File: config.mk
export PLATFORM = sky130hd
export DESIGN_NAME = vending_ctrl_multi
export DESIGN_NICKNAME = d
export VERILOG_FILES = /design/src/rtl/vending_pkg.sv /design/src/rtl/vend_credit_acc.sv /design/src/rtl/vending_ctrl_multi.sv
export SDC_FILE = /design/constraint.sdc
export NUM_CORES = 1
export LEC_CHECK = 0
export BUFFER_PORTS_ARGS = -buffer_cell sky130_fd_sc_hd__buf_2
export CAP_MARGIN = 20
export CORE_ASPECT_RATIO = 1.25
export CORE_UTILIZATION = 58
export CTS_BUF_LIST = sky130_fd_sc_hd__clkbuf_4 sky130_fd_sc_hd__clkbuf_8
export CTS_CLUSTER_SIZE = 28
export DETAILED_ROUTE_END_ITERATION = 8
export PLACE_DENSITY = 0.79
export RECOVER_POWER = 25
export SLEW_MARGIN = 40
export SYNTH_ARGS = -nofsm -noshare
export SYNTH_HDL_FRONTEND = slang
export SYNTH_SLANG_ARGS = --single-unit
File: constraint.sdc
create_clock -name clk -period 3.7 [get_ports clk]
set_input_delay 0.555 -clock clk [delete_from_list [all_inputs] [get_ports clk]]
set_output_delay 0.555 -clock clk [all_outputs]
set_load 0.02 [all_outputs]
File: src/rtl/vending_pkg.sv
// Shared types and defaults for the multi-product vending controller:
// FSM state encoding, credit-accumulator operations, coin codes and price tables.
package vending_pkg;

    typedef enum logic [1:0] {
        ST_COLLECT = 2'd0,
        ST_VEND    = 2'd1,
        ST_CHANGE  = 2'd2
    } state_e;

    typedef enum logic [1:0] {
        ACC_HOLD = 2'd0,
        ACC_ADD  = 2'd1,
        ACC_SUB  = 2'd2,
        ACC_CLR  = 2'd3
    } acc_op_e;

    localparam logic [1:0] C10  = 2'd0;
    localparam logic [1:0] C20  = 2'd1;
    localparam logic [1:0] C50  = 2'd2;
    localparam logic [1:0] C100 = 2'd3;

    // Packed tables, entry 0 in the least significant byte.
    localparam logic [31:0] DEF_COIN_VALS   = {8'd100, 8'd50, 8'd20, 8'd10};
    localparam logic [31:0] DEF_ITEM_PRICES = {8'd150, 8'd100, 8'd70, 8'd40};

endpackage

File: src/rtl/vend_credit_acc.sv
// Credit register with ceiling and affordability checks; arithmetic is one bit
// wider than the credit so neither add nor subtract can wrap.
module vend_credit_acc
    import vending_pkg::*;
#(
    parameter int CREDIT_W   = 8,
    parameter int CREDIT_MAX = 200
) (
    input  logic                clk,
    input  logic                reset,
    input  acc_op_e             op,
    input  logic [CREDIT_W-1:0] coin_val,
    input  logic [CREDIT_W-1:0] price,
    output logic                coin_fits,
    output logic                price_ok,
    output logic [CREDIT_W-1:0] credit
);

    localparam logic [CREDIT_W:0] LIMIT = (CREDIT_W+1)'(CREDIT_MAX);

    logic [CREDIT_W:0] sum;
    logic [CREDIT_W:0] diff;

    assign sum       = {1'b0, credit} + {1'b0, coin_val};
    assign diff      = {1'b0, credit} - {1'b0, price};
    assign coin_fits = (sum <= LIMIT);
    // A clear borrow bit means credit >= price.
    assign price_ok  = ~diff[CREDIT_W];

    // NOTE: sequential state uses non-blocking assignments so every register
    // samples the pre-edge values, independent of statement order.
    always_ff @(posedge clk or posedge reset) begin
        if (reset) begin
            credit <= '0;
        end else begin
            case (op)
                ACC_ADD: if (coin_fits) credit <= sum[CREDIT_W-1:0];
                ACC_SUB: if (price_ok)  credit <= diff[CREDIT_W-1:0];
                ACC_CLR: credit <= '0;
                default: ;
            endcase
        end
    end

endmodule

File: src/rtl/vending_ctrl_multi.sv
// Multi-product vending controller: COLLECT/VEND/CHANGE FSM with per-cycle
// cancel > select > coin arbitration; every output comes straight from a flop.
module vending_ctrl_multi
    import vending_pkg::*;
#(
    parameter int                             NUM_ITEMS   = 4,
    parameter int                             CREDIT_W    = 8,
    parameter int                             CREDIT_MAX  = 200,
    parameter logic [4*CREDIT_W-1:0]          COIN_VALS   = DEF_COIN_VALS,
    parameter logic [NUM_ITEMS*CREDIT_W-1:0]  ITEM_PRICES = DEF_ITEM_PRICES
) (
    input  logic                         clk,
    input  logic                         reset,
    input  logic                         coin_valid,
    input  logic [1:0]                   coin,
    input  logic                         sel_valid,
    input  logic [$clog2(NUM_ITEMS)-1:0] sel,
    input  logic                         cancel,
    input  logic                         change_ack,
    output logic                         vend,
    output logic [$clog2(NUM_ITEMS)-1:0] vend_item,
    output logic                         change_valid,
    output logic [CREDIT_W-1:0]          change_amt,
    output logic [CREDIT_W-1:0]          credit,
    output logic                         coin_reject,
    output logic                         sel_denied,
    output logic                         busy
);

    localparam int SEL_W    = $clog2(NUM_ITEMS);
    localparam int SEL_SPAN = 1 << SEL_W;
    // One bit per encodable index; set only for indices naming a real product.
    localparam logic [SEL_SPAN-1:0] ITEM_MASK = {SEL_SPAN{1'b1}} >> (SEL_SPAN - NUM_ITEMS);

    localparam logic [1:0] COLLECT = ST_COLLECT;
    localparam logic [1:0] VEND    = ST_VEND;
    localparam logic [1:0] CHANGE  = ST_CHANGE;

    logic [1:0]          state;
    logic [1:0]          next_state;
    acc_op_e             acc_op;
    logic                coin_take;
    logic                deny;
    logic                load_change;
    logic                sel_in_range;
    logic [SEL_W-1:0]    sel_idx;
    logic [CREDIT_W-1:0] price;
    logic [CREDIT_W-1:0] coin_val;
    logic                coin_fits;
    logic                price_ok;

    assign sel_in_range = ITEM_MASK[sel];
    assign sel_idx      = sel_in_range ? sel : '0;
    assign price        = ITEM_PRICES[int'(sel_idx)*CREDIT_W +: CREDIT_W];
    assign coin_val     = COIN_VALS[int'(coin)*CREDIT_W +: CREDIT_W];

    vend_credit_acc #(
        .CREDIT_W   (CREDIT_W),
        .CREDIT_MAX (CREDIT_MAX)
    ) u_credit (
        .clk       (clk),
        .reset     (reset),
        .op        (acc_op),
        .coin_val  (coin_val),
        .price     (price),
        .coin_fits (coin_fits),
        .price_ok  (price_ok),
        .credit    (credit)
    );

    // NOTE: every signal gets a default before the case so no path leaves a
    // value unassigned, which would otherwise infer a latch.
    always_comb begin
        next_state  = state;
        acc_op      = ACC_HOLD;
        coin_take   = 1'b0;
        deny        = 1'b0;
        load_change = 1'b0;
        case (state)
            COLLECT: begin
                if (cancel) begin
                    if (credit != '0) begin
                        acc_op      = ACC_CLR;
                        load_change = 1'b1;
                        next_state  = CHANGE;
                    end
                end else if (sel_valid) begin
                    if (sel_in_range && price_ok) begin
                        acc_op     = ACC_SUB;
                        next_state = VEND;
                    end else begin
                        deny = 1'b1;
                    end
                end else if (coin_valid && coin_fits) begin
                    acc_op    = ACC_ADD;
                    coin_take = 1'b1;
                end
            end
            VEND: begin
                if (credit != '0) begin
                    acc_op      = ACC_CLR;
                    load_change = 1'b1;
                    next_state  = CHANGE;
                end else begin
                    next_state = COLLECT;
                end
            end
            CHANGE: if (change_ack) next_state = COLLECT;
            default: next_state = COLLECT;
        endcase
    end

    always_ff @(posedge clk or posedge reset) begin
        if (reset) begin
            state        <= COLLECT;
            vend         <= 1'b0;
            vend_item    <= '0;
            change_valid <= 1'b0;
            change_amt   <= '0;
            coin_reject  <= 1'b0;
            sel_denied   <= 1'b0;
            busy         <= 1'b0;
        end else begin
            state        <= next_state;
            vend         <= (next_state == VEND);
            change_valid <= (next_state == CHANGE);
            busy         <= (next_state != COLLECT);
            coin_reject  <= coin_valid && !coin_take;
            sel_denied   <= deny;
            if (next_state == VEND) vend_item <= sel;
            // credit still holds the amount being refunded when the change is loaded.
            if (load_change) change_amt <= credit;
            else if (state == CHANGE && change_ack) change_amt <= '0;
        end
    end

endmodule

Word-level counts from Yosys, hierarchy flattened
Cells that the tools add are included.
Widths: inputs -> output; s select.
{"block": "word_totals", "latch_bits": 0, "out_inout_bits": 23, "memories": 0, "ram_bits": 0, "wordCells": 68, "register_bits": 25, "romBits": 0, "in_bits": 10}
{"block": "op_classes", "shifts": 2, "n_reduce_logical": 11, "n_bitwise": 1, "div_mod_pow": 0, "eq_ne": 9, "add_sub_neg": 2, "mul": 0, "magnitude_cmp": 2, "mux": 32}
{"cell": "$shiftx 32x6->8 const A", "n": 2}
{"cell": "$mux 8", "n": 4}
{"cell": "$pmux 8 s3", "n": 1}
{"cell": "$mux 2", "n": 11}
{"cell": "$mux 1", "n": 12}
{"cell": "$add 8x8->9", "n": 1}
{"cell": "$le 9x8->1 const B", "n": 1}
{"cell": "$sub 8x8->9", "n": 1}
{"cell": "$eq 2x2->1 const B", "n": 4}
{"cell": "$reduce_bool 8->1", "n": 1}
{"cell": "$eq 2x1->1 const B", "n": 3}
{"cell": "$pmux 2 s3", "n": 1}
{"cell": "$logic_and 1x1->1", "n": 4}
{"cell": "$ne 2x2->1 const B", "n": 2}
{"cell": "$pmux 2 s2", "n": 1}
{"cell": "$reduce_bool 2->1", "n": 2}
{"cell": "$lt 2x3->1 const B", "n": 1}
{"cell": "$reduce_and 3->1", "n": 1}
{"cell": "$reduce_bool 3->1", "n": 1}
{"cell": "$bmux 1 s2", "n": 1}
{"cell": "$logic_not 2->1", "n": 1}
{"cell": "$pmux 1 s2", "n": 1}
{"cell": "$logic_not 1->1", "n": 1}
{"cell": "$not 1->1", "n": 1}

Longest topological paths before layout
{"block": "logic_depth", "ltp_word": 14, "ltp_mapped": 12, "ltp_nobuf": 12}

Modules after synthesis
Synthesis repeated with hierarchy kept, for this count alone.
{"block": "unflattened", "cells_unflattened": 209, "area_unflattened_um2": 1991.9}
{"module": "vend_credit_acc", "seq_area_each_um2": 200.2, "area_per_inst_um2": 1191.1, "cells_per_inst": 144, "n_inst": 1}
{"module": "vending_ctrl_multi", "seq_area_each_um2": 425.4, "area_per_inst_um2": 800.8, "cells_per_inst": 65, "n_inst": 1}

Least setup slack after synthesis
Ideal clock, no wire load.
{"block": "synth_timing", "path_type": "input port to flip-flop", "from": "input coin[0]", "to": "register u_credit.credit[3]", "n_path_buf": 0, "cell_stages": 12, "setup_time_ps": 96, "slack_ps": 146, "arrival_ps": 3458, "required_time_ps": 3604, "path_cell_list": "inv_1 ha_1 or2_2 ha_1 fa_1 nor2b_1 o211a_1 or3_4 a221oi_4 o31ai_4 or3_1 a311oi_2"}
{"block": "synth_via", "elab_chain_len": 11, "elab_cells_between_ends": 17, "cone_classes": "add/sub: 1; order compare: 1; eq/ne: 5; shift: 1; mux: 6; reduce/logical: 3"}
{"item": "start, declared", "line": "vending_ctrl_multi.sv:15", "source": "input logic [1:0] coin,"}
{"item": "$shiftx 32x6->8 (*)", "line": "vending_ctrl_multi.sv:55", "source": "assign coin_val = COIN_VALS[int'(coin)*CREDIT_W +: CREDIT_W];"}
{"item": "$add 8x8->9 (*)", "line": "vend_credit_acc.sv:24", "source": "assign sum = {1'b0, credit} + {1'b0, coin_val};"}
{"item": "$le 9x8->1", "line": "vend_credit_acc.sv:26", "source": "assign coin_fits = (sum <= LIMIT);"}
{"item": "$logic_and 1x1->1", "line": "vending_ctrl_multi.sv:94", "source": "end else if (coin_valid && coin_fits) begin"}
{"item": "$mux 1", "line": "vending_ctrl_multi.sv:94"}
{"item": "$mux 2", "line": "vending_ctrl_multi.sv:87", "source": "end else if (sel_valid) begin"}
{"item": "$mux 2", "line": "vending_ctrl_multi.sv:81", "source": "if (cancel) begin"}
{"item": "$pmux 2 s2", "line": "vending_ctrl_multi.sv:79", "source": "case (state)"}
{"item": "$eq 2x2->1 or $eq 2x1->1 (tied branches)", "line": "vend_credit_acc.sv:36", "source": "case (op)"}
{"item": "$ne 2x2->1 (no source line) or $reduce_bool 3->1 (tied branches)"}
{"item": "$reduce_and 3->1 (no source line)"}
{"item": "end signal, assigned", "line": "vend_credit_acc.sv:37", "source": "ACC_ADD: if (coin_fits) credit <= sum[CREDIT_W-1:0];"}
{"item": "end signal, assigned", "line": "vend_credit_acc.sv:38", "source": "ACC_SUB: if (price_ok) credit <= diff[CREDIT_W-1:0];"}
{"item": "end, declared", "line": "vend_credit_acc.sv:16", "source": "output logic [CREDIT_W-1:0] credit"}
Mark *: on every way between the ends. The rest lies on a longest branch, timed or not. The select of a mux whose other input is x is not followed.
A chain may end at the register's enable or synchronous reset.

Final worst setup path
{"block": "layout_timing", "from": "input coin[1]", "to": "register u_credit.credit[3]"}
Same word-level chain as after synthesis.

==> impl_results.md <==
- Status: completed
- Initial antenna violation count: 0
- Antenna cells: 0
- Synthesized instance count: ~180
- Reported leakage power: about 0.0011 uW
- Tot Pwr: approximately 1700 uW
- Chip height: between 60 and 70 microns
- Final Wtd Congestion: 0.902
- # setup viols final: 0
- Slew at the pin closest to its max-slew limit: approximately 0.93 ns
- Worst-path clk slew: 0.13 ns
- Final setup skew: between 0.003 and 0.004 ns
- PortBufs: 32
- Setup Fix Bufs, Post-CTS: 0
- Startpoint types: input pin
- Yosys cell types: between 50 and 60
- HPWL Detailed: around 3.4 mm
- Rows: 22
- Area leader, netlist: dfrtp_1
- Syn avg cell area: between 10 and 15 sq um
- Total track usage: 0.279
- Residual DRC: 0
- Post-CTS Resized: 0
- Area of the multi-input gates: approximately 1100 sq um
- Largest net degree at the start of global routing: 26
- Pwr/cell area: 793 nW/um^2
- Initial Util: 0.621
- IO Count: 33
- Sequential share of the synthesized area: 0.339
- Final cycle utilization of the critical path: 0.928
- Min-delay worst type: input pin to async pin
- Post-layout nets: 250
- Skew-Pair Late Insertion Delay: 0.32 ns
- Core ar.: between 2000 and 3000 sq um
- Grt ovf: 0
- RSZ-0062 raised after global routing: no
- Post-Syn Area: approximately 1800 sq um
- Share of cells above drive strength 1: 0.261
- Syn Nets: 210
- Final core occ: 0.707
- Area occupied by registers: approximately 630 sq um
- Worst Path Max Fanout: 4
- CTS buffer count: 3
- Relative slew slack: 0.378
- Max-cap violation count: 0
- Final Hold Viols: 0
- Synth area leaders: dfrtp_1 (34%), ha_1 (14%), a22o_1 (3.8%)
- Critical setup path kind: input pin to register
- Vias in the first global route: approximately 1600
- Final WL: around 4.2 mm
- Placed cells: 250
- EDFF count, synth: 0
- Routed Antenna Nets: 0
- Filler instances: between 200 and 250
- Asr flop ratio synth: 1.00
- CTS tree: done
- Synth warn: 0
- WHS: ~0.42 ns
- Min cycle time layout: approximately 3.4 ns
- Share of the synthesized area in the top cell type: 0.339
- Post-route insts no fill: 254
- Clk sinks: 25
- Initial DRC count: 62
- #FFs+latches synth: 25
- Layout area overhead: 13.8%
- Worst setup EP type: register
- Fmax: a little under 300 MHz
- Global-route wire length before repair: 7.09 mm
- H-Tree Depth: 1
- Root Buffer: clkbuf_4
- Routed wire length per instance: approximately 17 microns
- WP data arrival: 3.67 ns
- Die ar.: ~3400 sq um
- Peak supply drop: slightly above 500 uV
- Vias: around 1600
- Hold_buf cts: 0
- Critical Path RT: ~3.9 ns
- Drt first pass iters: 4
- Clk buf depth: 2
- Die width: about 52 microns
- Most used flip-flop cell after synthesis: dfrtp_1
- Routed vias/inst: between 6 and 7
- Slew Limit Fails: 0
## layer usage
metal  track usage  share of wire  vias to the layer above  wire [microns]
met4         0.128          0.015                        0              62
met5             0              0                        -               0
met2         0.484           0.51                       68            2190
met1         0.320           0.41                      753            1740
met3        0.0516          0.062                        7             264
li1              -              -                      749               -
## Yosys cell counts, types with 2 or more instances
library cell  instances
buf_6                 2
o21a_1                6
o22ai_1               2
nor2b_1               4
xnor2_1               4
a211oi_1              4
a21oi_1               8
a311oi_2              3
nand2_1               4
o211ai_1              2
mux2i_1               6
or2_2                 2
a31oi_1               2
a21o_1                5
ha_1                 20
nor4_1                3
or3_1                 2
inv_1                13
a22o_1                8
nor3_1                3
nor2_1                8
dfrtp_1              25
and2_2                2
o21ai_0               9
nand2b_1              6
## stage by stage
step	instance area, sq um	worst slack [ns]	TNS, ns
after floorplan	1850	0.146	0
after global placement	2070	0.0672	0
after detailed placement	2070	-0.0508	-0.0737
after CTS	2100	0.275	0
after global routing	2100	0.157	0
final	2100	0.268	0
## area by class of cell
class / instances / area share
Sequential cell: 25 / 0.298
Tap cell: 36 / 0.0214
Clock buffer: 4 / 0.0143
Timing Repair Buffer: 38 / 0.0977
Multi-Input combinational cell: 137 / 0.544
Inverter: 14 / 0.0250
## state kept, by name, indices dropped and copies added (netlist names), named ones only
register,count
change_amt,8
vend_item,2
change_valid,1
vend,1
busy,1
u_credit.credit,7
coin_reject,1
state,2
sel_denied,1
## path summary, 6_finish.rpt
kind,startpoint,endpoint,slack [ns],cells past startpoint
min in group clk,coin_valid,coin_reject,0.49,2
max in group asynchronous,reset,u_credit.credit[7],2.71,2
hold / removal,reset,change_amt[6],0.42,2
setup / recovery,coin[1],u_credit.credit[3],0.27,13
setup reg to reg,u_credit.credit[1],u_credit.credit[3],0.73,9
hold reg to reg,vend_item[0],vend_item[0],0.50,2
## worst max-delay path, cell delays in order
cell	delay, ns
buf_2	0.12
inv_1	0.06
ha_1	0.20
or2_2	0.27
ha_1	0.24
fa_1	0.43
nor2b_1	0.16
o211a_1	0.25
or3_4	0.39
a221oi_4	0.29
o31ai_4	0.13
or3_1	0.34
a311oi_2	0.23
## power breakdown
group / internal [uW] / switching [uW] / total (uW)
logic: 448 / 605 / 1050
registers: 370 / 116 / 486
clock network: 49.5 / 77.8 / 127
total: 867 / 799 / 1670
## cells in the final DEF (no fill, tap or decap), types with 3 or more instances in the layout
cell type,instances
buf_2,32
dfrtp_1,25
ha_1,20
inv_1,13
o21ai_0,9
nor2_1,8
a21oi_1,8
a22o_1,8
o21a_1,6
mux2i_1,6
nand2b_1,6
buf_4,6
a21o_1,5
nor2b_1,4
nand2_1,4
xnor2_1,4
clkbuf_4,4
nor4_1,3
nor3_1,3
a311oi_2,3
a211oi_1,3
## kinds of logic after synthesis
family,share of synthesized area
AO/OA/AOI/OAI,0.270
XOR/XNOR,0.0237
adder cells (fa/ha/maj),0.146
buffers and inverters,0.0447
flip-flops,0.339
multiplexers,0.0325
AND/OR/NAND/NOR,0.144
No activity file was read; power rests on OpenSTA's default activity.
